<file path="config.mk">
export PLATFORM = sky130hd
export DESIGN_NAME = shift_ext_pipe
export DESIGN_NICKNAME = d
export VERILOG_FILES = /design/src/rtl/shift_ext_pipe.sv
export SDC_FILE = /design/constraint.sdc
export NUM_CORES = 1
export LEC_CHECK = 0
export ABC_AREA = 1
export BUFFER_PORTS_ARGS = -buffer_cell sky130_fd_sc_hd__buf_2
export CORE_UTILIZATION = 40
export CTS_CLUSTER_SIZE = 8
export DETAILED_ROUTE_END_ITERATION = 8
export SLEW_MARGIN = 40
export SYNTH_ARGS = -nofsm -noshare
export SYNTH_HDL_FRONTEND = slang
export SYNTH_SLANG_ARGS = --single-unit
</file>
<file path="constraint.sdc">
create_clock -name clk -period 4.7 [get_ports clk]
set_input_delay 0.235 -clock clk [delete_from_list [all_inputs] [get_ports clk]]
set_output_delay 0.235 -clock clk [all_outputs]
set_load 0.03 [all_outputs]
</file>
<file path="src/rtl/shift_ext_pipe.sv">
// Elastic extend-then-shift unit (SLL/SRL/SRA) with significance-loss flag.
// Latency STAGES cycles, capacity STAGES; stalls ripple back combinationally to in_ready.
module shift_ext_pipe #(
    parameter int IN_W   = 8,
    parameter int OUT_W  = 16,
    parameter int SHW    = 5,
    parameter int STAGES = 2
) (
    input  logic             clk,
    input  logic             rst,
    input  logic             in_valid,
    output logic             in_ready,
    input  logic [IN_W-1:0]  in_data,
    input  logic             in_signed,
    input  logic [1:0]       in_op,
    input  logic [SHW-1:0]   in_shamt,
    output logic             out_valid,
    input  logic             out_ready,
    output logic [OUT_W-1:0] out_data,
    output logic             out_ovf
);

    typedef struct packed {
        logic [OUT_W-1:0] dat;
        logic [SHW-1:0]   shamt;
        logic [1:0]       op;
        logic             sgn;
        logic             ovf;
    } stage_t;

    localparam int BASE  = SHW / STAGES;
    localparam int EXTRA = SHW % STAGES;

    // Earlier stages absorb the leftover mux levels.
    function automatic int lvl_lo(input int k);
        return k * BASE + ((k < EXTRA) ? k : EXTRA);
    endfunction

    function automatic int lvl_n(input int k);
        return BASE + ((k < EXTRA) ? 1 : 0);
    endfunction

    // Bits pushed out by a left shift of s; signed operands also lose
    // significance when the new MSB disagrees with anything shifted out.
    function automatic logic lost_bits(input logic [OUT_W-1:0] v, input logic sgn, input int s);
        logic lost;
        int   ref_b;
        lost  = 1'b0;
        ref_b = 0;
        if (s >= OUT_W) begin
            lost = |v;
        end else begin
            ref_b = OUT_W - 1 - s;
            for (int b = 0; b < OUT_W; b++) begin
                if (b >= OUT_W - s) begin
                    lost = lost | (sgn ? (v[b] != v[ref_b]) : v[b]);
                end
            end
        end
        return lost;
    endfunction

    function automatic stage_t apply_levels(input stage_t st, input int lo, input int n);
        stage_t r;
        int     s;
        logic   left;
        logic   arith;
        r     = st;
        s     = 0;
        left  = (st.op == 2'b00) || (st.op == 2'b11);
        arith = (st.op == 2'b10) && st.sgn;
        for (int i = 0; i < SHW; i++) begin
            if (i >= lo && i < lo + n && st.shamt[i]) begin
                s = 1 << i;
                if (left) begin
                    r.ovf = r.ovf | lost_bits(r.dat, r.sgn, s);
                    r.dat = r.dat << s;
                end else if (arith) begin
                    r.dat = $signed(r.dat) >>> s;
                end else begin
                    r.dat = r.dat >> s;
                end
            end
        end
        return r;
    endfunction

    logic [STAGES-1:0] vld_q;
    logic [STAGES-1:0] vld_d;
    logic [STAGES-1:0] adv;
    stage_t            stg_q [STAGES];
    stage_t            stg_d [STAGES];
    stage_t            src   [STAGES];
    stage_t            in_st;

    always_comb begin
        in_st       = '0;
        in_st.dat   = OUT_W'(in_data);
        if (in_signed && in_data[IN_W-1]) begin
            in_st.dat = in_st.dat | ({OUT_W{1'b1}} << IN_W);
        end
        in_st.shamt = in_shamt;
        in_st.op    = in_op;
        in_st.sgn   = in_signed;
        in_st.ovf   = 1'b0;
    end

    // A stage moves when it is empty or its successor moves.
    always_comb begin
        logic a;
        adv = '0;
        a   = ~vld_q[STAGES-1] | out_ready;
        adv[STAGES-1] = a;
        for (int k = STAGES - 2; k >= 0; k--) begin
            a      = ~vld_q[k] | a;
            adv[k] = a;
        end
    end

    always_comb begin
        vld_d    = '0;
        src[0]   = in_st;
        vld_d[0] = in_valid;
        for (int k = 1; k < STAGES; k++) begin
            src[k]   = stg_q[k-1];
            vld_d[k] = vld_q[k-1];
        end
        for (int k = 0; k < STAGES; k++) begin
            stg_d[k] = apply_levels(src[k], lvl_lo(k), lvl_n(k));
        end
    end

    always_ff @(posedge clk or posedge rst) begin
        if (rst) begin
            vld_q <= '0;
            for (int k = 0; k < STAGES; k++) begin
                stg_q[k] <= '0;
            end
        end else begin
            for (int k = 0; k < STAGES; k++) begin
                if (adv[k]) begin
                    vld_q[k] <= vld_d[k];
                    stg_q[k] <= stg_d[k];
                end
            end
        end
    end

    assign in_ready  = adv[0];
    assign out_valid = vld_q[STAGES-1];
    assign out_data  = stg_q[STAGES-1].dat;
    assign out_ovf   = stg_q[STAGES-1].ovf;

endmodule

</file>
==> flow_summary.ini <==
[clocking]
cts_max_path_buffers = 2
cts-root-buf = sky130_fd_sc_hd__clkbuf_8
clock_insertion_delay_at_the_later_pin_of_the_skew_report_ps = 300
numClockSinks = 41
post_cts.repair.setup_buffers = 0
cts_inserted_buffers = 5
cts-hold-fix-buffers = 0
cts_tree = yes
cts-resized-gates = 0
clk_pin_slew_ps = 80
cts_htree_levels = 2

[hold_path]
hold_crit_class = input port to asynchronous set/reset pin

[power_and_ir_drop]
ir_worst_vdd_v = 0.000228
clk_pwr_share_pct = 27.2
power.switching_uw = 403
combPwrFrac_pct = 31.4
power_density_mw_per_mm2 = 359
p_leak_uw = 0.00158
sequentialPowerShare_pct = 41.4
cell_internal_pwr_uw = 681
switching_share_pct = 37.2

[global_routing]
vias_in_the_first_global_route = 2544
number_of_antenna_violations_at_the_first_check_in_global_routing = 0
grt_use_total_pct = 20.6
global_route_wire_length_before_repair_um = 11800
grt_start_max_net_pins = 42
globalRoute.totalOverflow = 0

[yosys]
syn-num-nets = 430
synth.ff_latch_count = 41
synthMostInstantiatedCell = sky130_fd_sc_hd__nand2_1
synth.cells.most_frequent = sky130_fd_sc_hd__nand2_1 (129), sky130_fd_sc_hd__nor2_1 (55), sky130_fd_sc_hd__dfrtp_1 (41)
yosys.area.top_type_share_pct = 38.4
mean_area_per_synthesized_cell_um2 = 6.55
syn-cell-area_mm2 = 0.00267
asyncSetResetFlopFracSynth_pct = 100
synth-seq-area-share_pct = 38.4
post_synth_main_area_contributors = sky130_fd_sc_hd__dfrtp_1 (38%), sky130_fd_sc_hd__nand2_1 (18%), sky130_fd_sc_hd__nor2_1 (7.7%)
synth_flop_cell = sky130_fd_sc_hd__dfrtp_1
synth.largest_area_cell = sky130_fd_sc_hd__dfrtp_1
ys.warnings.count = 0
synth_edf_count = 0
yosys.cell_types.count = 30
synthesis.instances = 408

[die]
floorplan.io_pins = 39
floorplan.initialDensity_pct = 41.8
horizontal_die_dimension_um = 83.7
die_area_mm2 = 0.00701
rows = 29
die_boundary_height_um = 83.7
core_area_mm2 = 0.00639

[cells_and_area]
stdcell_area_mm2 = 0.00302
flow.area_growth_from_synthesis_pct = 12.8
antenna_cells = 0
postLayoutCoreUtil_pct = 47.2
fraction_of_layout_cells_with_a_size_suffix_above_1_pct = 14.1
final_net_count = 462

[routing]
detail_route.first_pass.iterations = 4
wl_per_cell_um = 13.0
post_drt_via_cell_ratio = 5.15
drtIter0Drc = 122
wl_um = 6740
via_count = 2667
antenna_left = 0
drc = 0

[sta]
slew_headroom_pct = 65.0
tightest_slew_ps = 524
finalCriticalPeriod_ps = 1990
setup-tns-final_ps = 0
slew_violations = 0
finalHoldViolCount = 0
finalSetupViolCount = 0
worst_hold_slack_ps = 49.8
max_clock_freq_mhz = 502
final_worst_path_cycle_share_pct = 42.4
skew_ps = 9.96
grt_setup_unrepaired = no

[critical_path]
setup.worst_path.class = register to register
critPathMaxFanout = 10
worst_ep_arrival_time_ps = 2180
critPathRequiredTime_ps = 4890
cp-end-kind = register
cp-start-kind = register

[placed_design]
placement.io_buffers = 38
gpl.final_weighted_congestion = 0.879
dp_hpwl_um = 5230
placed_cell_area_mm2 = 0.00290

[flow_run]
number_of_max_cap_violations = 0

[status]
run_status = finished, final reports clean
## worst max-delay path, stage by stage, from the launching register on
cell	delay [ps]
sky130_fd_sc_hd__dfrtp_1	400
sky130_fd_sc_hd__ha_1	520
sky130_fd_sc_hd__clkinv_2	200
sky130_fd_sc_hd__nand3_1	160
sky130_fd_sc_hd__nor2_2	90
sky130_fd_sc_hd__nor2_1	100
sky130_fd_sc_hd__nand2_1	50
sky130_fd_sc_hd__nor2_1	110
sky130_fd_sc_hd__nand3_1	100
sky130_fd_sc_hd__nand2_1	80
sky130_fd_sc_hd__a21oi_1	60
## final cells by class
type | instances | area (um2)
well taps | 77 | 96.3
repair buffers | 39 | 198
multi-input cells | 309 | 1410
clock inverters | 2 | 37.5
flip-flops and latches | 41 | 1030
clock buffers | 6 | 82.6
inverters | 44 | 166
fillers | 687 | 3370
## registers in the layout, indices dropped and copies added (netlist names)
signal,cells
src,22
vld_q,2
out_ovf,1
out_data,16
## metrics by stage
step | cells | setup slack, ps | power [uW]
2_1_floorplan | 408 | 3060 | 702
3_3_place_gp | 510 | 2550 | 793
3_5_place_dp | 510 | 2710 | 795
4_1_cts | 518 | 2710 | 1090
5_1_grt | 518 | 2500 | 1160
6_report | 518 | 2710 | 1080
## cell usage in the layout (no fill, tap or decap), drive strengths merged, types with 2 or more instances in the layout
cell type / synthesis / routed
inv: 43 / 43
buf: 9 / 39
ha: 2 / 2
nor3: 4 / 4
clkbuf: 5 / 6
nand2: 130 / 130
a21oi: 29 / 29
nand3: 31 / 31
dfrtp: 41 / 41
nand4: 8 / 8
nor2: 58 / 58
o21ai: 33 / 33
o211ai: 7 / 7
or2: 2 / 2
## final timing paths
check	from	end	slack, ps	cells past startpoint
min in group clk	in_valid	vld_q[0]	120	2
max	src[3]	out_ovf	2710	10
max in group asynchronous	rst	out_data[4]	4300	3
max reg2reg	src[3]	out_ovf	2710	10
min reg2reg	vld_q[0]	vld_q[1]	490	1
min	rst	out_data[14]	50	3
## metal layers
layer / share of wire (%) / vias up / wire, um / global-route usage [%]
met3: 2.7 / 15 / 185 / 2.67
met1: 47 / 1210 / 3180 / 26.6
met4: 1.8 / 0 / 123 / 7.09
li1: - / 1383 / - / -
met5: 0 / - / 0 / 0
met2: 48 / 59 / 3250 / 35.6
## power by group through the flow
stage / Clock (uW) / Combinational, uW / Sequential [uW]
floorplan: 0 / 210 / 491
global placement: 0 / 339 / 453
detailed placement: 0 / 340 / 455
CTS: 305 / 342 / 448
global route: 317 / 385 / 455
finish: 295 / 340 / 448
## cell families after synthesis
kind of cell | Yosys count | share of synthesized area (%)
AND/OR/NAND/NOR | 235 | 36.9
AO/OA/AOI/OAI | 72 | 14.8
buffers and inverters | 58 | 8.99
flip-flops | 41 | 38.4
adder cells (fa/ha/maj) | 2 | 0.936
No activity file was read; power rests on OpenSTA's default activity.
